===== src/rtl/mux_rr_arbiter_if.sv =====
// Channel bundle for mux_rr_arbiter: N valid/ready producers merged into one
// registered valid/ready consumer, plus the mode/select controls.
interface mux_rr_arbiter_if #(
    parameter int WIDTH = 16,
    parameter int N     = 4
);
    localparam int SELW = $clog2(N);

    logic               mode;
    logic [SELW-1:0]    sel;
    logic [N*WIDTH-1:0] in_data;
    logic [N-1:0]       in_valid;
    logic [N-1:0]       in_ready;
    logic [WIDTH-1:0]   out_data;
    logic               out_valid;
    logic               out_ready;
    logic [SELW-1:0]    out_sel;

    // Producer/consumer environment side
    modport master (
        output mode, sel, in_data, in_valid, out_ready,
        input  in_ready, out_data, out_valid, out_sel
    );

    // Arbiter side
    modport slave (
        input  mode, sel, in_data, in_valid, out_ready,
        output in_ready, out_data, out_valid, out_sel
    );
endinterface


===== src/rtl/mux_rr_arbiter.sv =====
// N-way flow-controlled channel merger with a registered output stage.
// Selection is either round-robin (mode=0) or an external index (mode=1).
module mux_rr_arbiter #(
    parameter int WIDTH = 16,
    parameter int N     = 4
) (
    input  logic              clk,
    input  logic              reset,
    mux_rr_arbiter_if.slave   bus
);
    localparam int SELW = $clog2(N);
    localparam int IW   = SELW + 1;
    localparam logic [IW-1:0]   N_W      = IW'(N);
    localparam logic [SELW-1:0] LAST_IDX = SELW'(N - 1);

    // Round-robin search starting at 'start'; result is {found, index}.
    // The sum start+k stays below 2*N, so one conditional subtract wraps it.
    function automatic logic [IW-1:0] rr_pick(input logic [N-1:0]    valid,
                                              input logic [SELW-1:0] start);
        logic [IW-1:0] res;
        logic [IW-1:0] idx;
        res = '0;
        for (int k = 0; k < N; k++) begin
            idx = {1'b0, start} + IW'(k);
            if (idx >= N_W) begin
                idx = idx - N_W;
            end else begin
                idx = idx;
            end
            if (!res[SELW] && valid[idx[SELW-1:0]]) begin
                res = {1'b1, idx[SELW-1:0]};
            end else begin
                res = res;
            end
        end
        return res;
    endfunction

    // Valid bit of the externally selected channel; out-of-range indices match nothing.
    function automatic logic sel_pick(input logic [N-1:0]    valid,
                                      input logic [SELW-1:0] idx);
        logic hit;
        hit = 1'b0;
        for (int i = 0; i < N; i++) begin
            if (idx == SELW'(i)) begin
                hit = valid[i];
            end else begin
                hit = hit;
            end
        end
        return hit;
    endfunction

    logic               out_valid_r;
    logic [WIDTH-1:0]   out_data_r;
    logic [SELW-1:0]    out_sel_r;
    logic [SELW-1:0]    ptr_r;

    logic               load_ok_s;
    logic [IW-1:0]      rr_res_s;
    logic               grant_vld_s;
    logic [SELW-1:0]    grant_idx_s;
    logic               xfer_s;
    logic [N-1:0]       ready_s;
    logic [WIDTH-1:0]   data_s;
    logic [SELW-1:0]    ptr_nxt_s;

    // Grant selection, handshake decode and data mux
    always_comb begin
        load_ok_s   = !out_valid_r || bus.out_ready;
        rr_res_s    = rr_pick(bus.in_valid, ptr_r);
        grant_vld_s = 1'b0;
        grant_idx_s = '0;
        ready_s     = '0;
        data_s      = '0;
        ptr_nxt_s   = '0;

        if (bus.mode) begin
            grant_vld_s = sel_pick(bus.in_valid, bus.sel);
            grant_idx_s = bus.sel;
        end else begin
            grant_vld_s = rr_res_s[SELW];
            grant_idx_s = rr_res_s[SELW-1:0];
        end

        // Ready is held low throughout reset so nothing is accepted and lost
        xfer_s = !reset && load_ok_s && grant_vld_s;

        for (int i = 0; i < N; i++) begin
            if (grant_idx_s == SELW'(i)) begin
                ready_s[i] = xfer_s;
                data_s     = bus.in_data[i*WIDTH +: WIDTH];
            end else begin
                ready_s[i] = 1'b0;
                data_s     = data_s;
            end
        end

        if (grant_idx_s == LAST_IDX) begin
            ptr_nxt_s = '0;
        end else begin
            ptr_nxt_s = grant_idx_s + SELW'(1);
        end
    end

    // Output register: load on transfer, clear valid on a drain without reload
    always_ff @(posedge clk or posedge reset) begin
        if (reset) begin
            out_valid_r <= 1'b0;
            out_data_r  <= '0;
            out_sel_r   <= '0;
        end else if (xfer_s) begin
            out_valid_r <= 1'b1;
            out_data_r  <= data_s;
            out_sel_r   <= grant_idx_s;
        end else if (bus.out_ready) begin
            out_valid_r <= 1'b0;
        end
    end

    // Round-robin pointer advances past the winner only on mode-0 transfers
    always_ff @(posedge clk or posedge reset) begin
        if (reset) begin
            ptr_r <= '0;
        end else if (xfer_s && !bus.mode) begin
            ptr_r <= ptr_nxt_s;
        end
    end

    assign bus.in_ready  = ready_s;
    assign bus.out_data  = out_data_r;
    assign bus.out_valid = out_valid_r;
    assign bus.out_sel   = out_sel_r;
endmodule


===== src/flat_wrapper.sv =====
// flat-port wrapper written by rule: the top's interface ports become plain ports
module mux_rr_arbiter_flat 
#(
    parameter int WIDTH = 16,
    parameter int N     = 4
)
  (clk, reset, bus_mode, bus_sel, bus_in_data, bus_in_valid, bus_out_ready, bus_in_ready, bus_out_data, bus_out_valid, bus_out_sel);
  mux_rr_arbiter_if #(.WIDTH(WIDTH), .N(N)) bus_i ();
  input  logic clk;
  input  logic reset;
  input wire logic [$bits(bus_i.mode)-1:0] bus_mode;
  input wire logic [$bits(bus_i.sel)-1:0] bus_sel;
  input wire logic [$bits(bus_i.in_data)-1:0] bus_in_data;
  input wire logic [$bits(bus_i.in_valid)-1:0] bus_in_valid;
  input wire logic [$bits(bus_i.out_ready)-1:0] bus_out_ready;
  output wire logic [$bits(bus_i.in_ready)-1:0] bus_in_ready;
  output wire logic [$bits(bus_i.out_data)-1:0] bus_out_data;
  output wire logic [$bits(bus_i.out_valid)-1:0] bus_out_valid;
  output wire logic [$bits(bus_i.out_sel)-1:0] bus_out_sel;
  assign bus_i.mode = bus_mode;
  assign bus_i.sel = bus_sel;
  assign bus_i.in_data = bus_in_data;
  assign bus_i.in_valid = bus_in_valid;
  assign bus_i.out_ready = bus_out_ready;
  assign bus_in_ready = bus_i.in_ready;
  assign bus_out_data = bus_i.out_data;
  assign bus_out_valid = bus_i.out_valid;
  assign bus_out_sel = bus_i.out_sel;
  mux_rr_arbiter #(.WIDTH(WIDTH), .N(N)) u_core (.clk(clk), .reset(reset), .bus(bus_i));
endmodule

===== config.mk =====
export PLATFORM = sky130hd
export DESIGN_NAME = mux_rr_arbiter_flat
export DESIGN_NICKNAME = d
export VERILOG_FILES = /design/src/rtl/mux_rr_arbiter_if.sv /design/src/rtl/mux_rr_arbiter.sv /design/src/flat_wrapper.sv
export SDC_FILE = /design/constraint.sdc
export NUM_CORES = 1
export LEC_CHECK = 0
export ABC_AREA = 1
export BUFFER_PORTS_ARGS = -buffer_cell sky130_fd_sc_hd__buf_2
export CAP_MARGIN = 20
export CELL_PAD_IN_SITES_DETAIL_PLACEMENT = 0
export CELL_PAD_IN_SITES_GLOBAL_PLACEMENT = 2
export CORE_ASPECT_RATIO = 1.4
export CORE_MARGIN = 8
export CORE_UTILIZATION = 24
export DETAILED_ROUTE_END_ITERATION = 7
export HOLD_SLACK_MARGIN = 0.03
export PLACE_DENSITY_LB_ADDON = 0.08
export SETUP_SLACK_MARGIN = 0.3
export SLEW_MARGIN = 10
export SYNTH_ARGS = -nofsm -noshare
export SYNTH_HDL_FRONTEND = slang
export SYNTH_SLANG_ARGS = --single-unit
export TNS_END_PERCENT = 30

===== constraint.sdc =====
create_clock -name clk -period 7.86 [get_ports clk]
set_input_delay 1.572 -clock clk [delete_from_list [all_inputs] [get_ports clk]]
set_output_delay 1.572 -clock clk [all_outputs]
set_load 0.01 [all_outputs]

==> flow_metrics.env <==
export IMPL_synth_cell_types=25
export IMPL_p_int_mw=0.404
export IMPL_via_per_inst=4.50
export IMPL_finalNetCount=434
export IMPL_post_drt_wl_per_cell_um=15.8
export IMPL_grt_max_degree=34
export IMPL_grt_pass1_wl_um=11600
export IMPL_async_flop_share_pct=100
export IMPL_multi_input_area_mm2=0.00111
export IMPL_mostFrequentLayoutCell="nand2_1"
export IMPL_cp_top_family="simple AND/OR/NAND/NOR gates"
export IMPL_path_cells="buf_2 -> inv_1 -> nand2_1 -> nand3_1 -> nand2_2 -> nor2_4 -> nand2_2 -> nor2_4 -> nor2_1 -> nand2_1 -> ha_1 -> inv_1 -> nor2_1 -> buf_2"
export IMPL_synth_top_family_by_area="simple AND/OR/NAND/NOR gates"
export IMPL_critPathCaptureType="primary output"
export IMPL_status="finished clean"
export IMPL_worstMarginPinSlew_ns=1.02
export IMPL_yosysWarnings=0
export IMPL_numClockSinks=21
export IMPL_max_cap_violations=0
export IMPL_yosysTopAreaCellShare_pct=28.6
export IMPL_ant_nets=0
export IMPL_drv_slew=0
export IMPL_syn_area_per_cell_um2=6.85
export IMPL_gr_usage_all_layers_pct=13.4
export IMPL_grt_overflow=0
export IMPL_cts_setup_buffers=0
export IMPL_p_sw_mw=0.469
export IMPL_cts_tree="done"
export IMPL_dieArea_mm2=0.0107
export IMPL_synth_simple_area_share_pct=37.8
export IMPL_ys_seq_elements=21
export IMPL_finalHoldViolCount=0
export IMPL_cts_root_buffer="clkbuf_8"
export IMPL_tns_ns=0
export IMPL_clkLatencyLatePin_ns=0.25
export IMPL_gp_congestion=0.770
export IMPL_ir_drop_uv=119
export IMPL_hpwl_um=5960
export IMPL_cp_arrival_ns=3.98
export IMPL_io_pins=97
export IMPL_core_mm2=0.00741
export IMPL_fillers=859
export IMPL_synth_compound_area_share_pct=20.0
export IMPL_dieHeight_um=119
export IMPL_finalCritPeriodShare_pct=70.6
export IMPL_wirelength_um=7160
export IMPL_numPortBuffers=96
export IMPL_vias=2036
export IMPL_grt_pass1_vias=2199
export IMPL_numCtsBuffers=3
export IMPL_drt_iter0_drc=84
export IMPL_antenna_cells=0
export IMPL_cp_slowest_cell="ha_1"
export IMPL_rows=37
export IMPL_antenna_found_initial=0
export IMPL_finalSetupViolCount=0
export IMPL_dr_pass1_iters=7
export IMPL_synthCells=268
export IMPL_ys_flop_type="dfrtp_1"
export IMPL_synth_fp_nets=346
export IMPL_cp_required_ns=6.29
export IMPL_cts_resized=0
export IMPL_layout_common_cells="nand2_1 (97), buf_2 (96), nand2_2 (25), inv_1 (22), dfrtp_1 (21)"
export IMPL_fmax_mhz=180
export IMPL_crit_fanout=17
export IMPL_synth_cell_area_mm2=0.00184
export IMPL_synthAdderAreaFrac_pct=2.73
export IMPL_clock_path_buffers=2
export IMPL_clkSlewWorstSetupHoldPaths_ns=0.07
export IMPL_syn_to_final_growth_pct=30.1
export IMPL_ys_top_cells_by_area="dfrtp_1 (29%), nand2_1 (20%), nand2_2 (8.5%)"
export IMPL_p_clk_share_pct=7.8
export IMPL_hp_class="flip-flop to flip-flop"
export IMPL_initial_utilization_pct=24.8
export IMPL_slew_headroom_pct=31.7
export IMPL_p_comb_share_pct=69.2
export IMPL_fin_skew_ns=0.00129
export IMPL_cts_htree_levels=1
export IMPL_yosys_area_top_type="dfrtp_1"
export IMPL_post_route_util_pct=32.2
export IMPL_ys_seq_area_share_pct=28.6
export IMPL_startpoint_type="input port"
export IMPL_synth_mux_area_fraction_pct=0
export IMPL_drc=0
export IMPL_pwr_share_seq_pct=23.0
export IMPL_layout_drive_gt1_share_pct=40.3
export IMPL_die_w_um=89.9
export IMPL_synth_edff_count=0
export IMPL_synth_xor_area_share_pct=0
export IMPL_final_seq_area_um2=526
export IMPL_path_class="input port to primary output"
export IMPL_switching_share_pct=53.7
export IMPL_crit_buf_inv=4
export IMPL_cts_hold_buf=0
export IMPL_p_leak_nw=1.39
export IMPL_fin_crit_ns=5.55
export IMPL_rsz0062_at_grt="no"
export IMPL_cpPeakStageDelay_ns=0.61
export IMPL_power_density_mw_per_mm2=365
==> per-stage QoR <==
stage                     setup slack, ns  cells  hold slack (ns)  power (mW)  instance area [um2]
after floorplan                      3.01    268            0.512       0.645                 1840
after global placement               2.28    448            0.471       0.826                 2340
after detailed placement             2.26    448            0.465       0.826                 2340
after CTS                            2.26    452            0.490       0.900                 2390
after global routing                 1.98    452            0.515       0.982                 2390
final                                2.31    452            0.484       0.873                 2390
==> metal layers <==
metal / global-route usage (%) / vias up / part of all wire (%)
li1: - / 1034 / -
met1: 13.7 / 931 / 39
met2: 27.3 / 69 / 56
met3: 2.70 / 2 / 4.1
met4: 1.57 / 0 / 0.34
met5: 0 / - / 0
==> worst register-to-register path, stage by stage, from the launching register on <==
cell and delay, ns:
dfrtp_1 0.62, inv_6 0.10, nand2_1 0.10, nand2_2 0.06, nand2_2 0.09, nand2_2 0.07, nor2_4 0.11, nand2_2 0.09
nor2_4 0.17, nor2_1 0.05, nand2_1 0.17, inv_1 0.09, ha_1 0.45, nor2_1 0.89, nand2_1 0.13, nand2_1 0.10
o21ai_0 0.10, nand2_1 0.10, o211ai_1 0.13, nand2_1 0.11
==> power groups by stage <==
stage / combinational, mW / sequential (mW) / clock, mW
finish: 0.604 / 0.201 / 0.0683
detailed placement: 0.622 / 0.204 / 0
global placement: 0.622 / 0.205 / 0
floorplan: 0.432 / 0.213 / 0
CTS: 0.625 / 0.202 / 0.0724
global route: 0.697 / 0.207 / 0.0771
==> path summary, 6_finish.rpt <==
path,startpoint,slack [ns],depth (start not counted),end
worst max-delay path,bus_in_valid[1],2.31,14,bus_in_ready[2]
worst min-delay path,u_core.bus.out_data[8],0.48,2,u_core.bus.out_data[8]
worst max register to register,u_core.ptr_r[0],4.06,19,u_core.bus.out_data[8]
worst min register to register,u_core.bus.out_data[8],0.48,2,u_core.bus.out_data[8]
max in group asynchronous,reset,5.90,2,u_core.bus.out_data[7]
min in group asynchronous,reset,1.47,2,u_core.bus.out_valid
==> cell usage after synthesis (2+ instances only) <==
| cell type | number |
|---|---|
| o211ai_1 | 8 |
| ha_1 | 4 |
| o21ai_0 | 19 |
| dfrtp_1 | 21 |
| a21oi_1 | 17 |
| nor2_4 | 2 |
| nand3_1 | 12 |
| buf_6 | 2 |
| nand2_2 | 25 |
| clkbuf_1 | 7 |
| nand2_1 | 97 |
| o211ai_2 | 9 |
| buf_2 | 2 |
| nor2_1 | 10 |
| nand2_4 | 2 |
| inv_1 | 22 |
==> final cells by class <==
class	count	area share, %
Clock buffer	4	1.89
Inverter	25	4.45
Tap cell	97	5.08
Multi-Input combinational cell	209	46.5
Timing Repair Buffer	96	20.1
Sequential cell	21	22.0
==> state kept, by name (all words and copies together) (netlist names) <==
register,count
u_core.bus.out_data,16
u_core.bus.out_valid,1
u_core.bus.out_sel,2
u_core.ptr_r,2
==> cell families after synthesis <==
| group | Yosys count |
|---|---|
| AND/OR/NAND/NOR | 150 |
| AO/OA/AOI/OAI | 55 |
| buffers and inverters | 38 |
| flip-flops | 21 |
| adder cells (fa/ha/maj) | 4 |
Power figures use the tool's default switching activity.
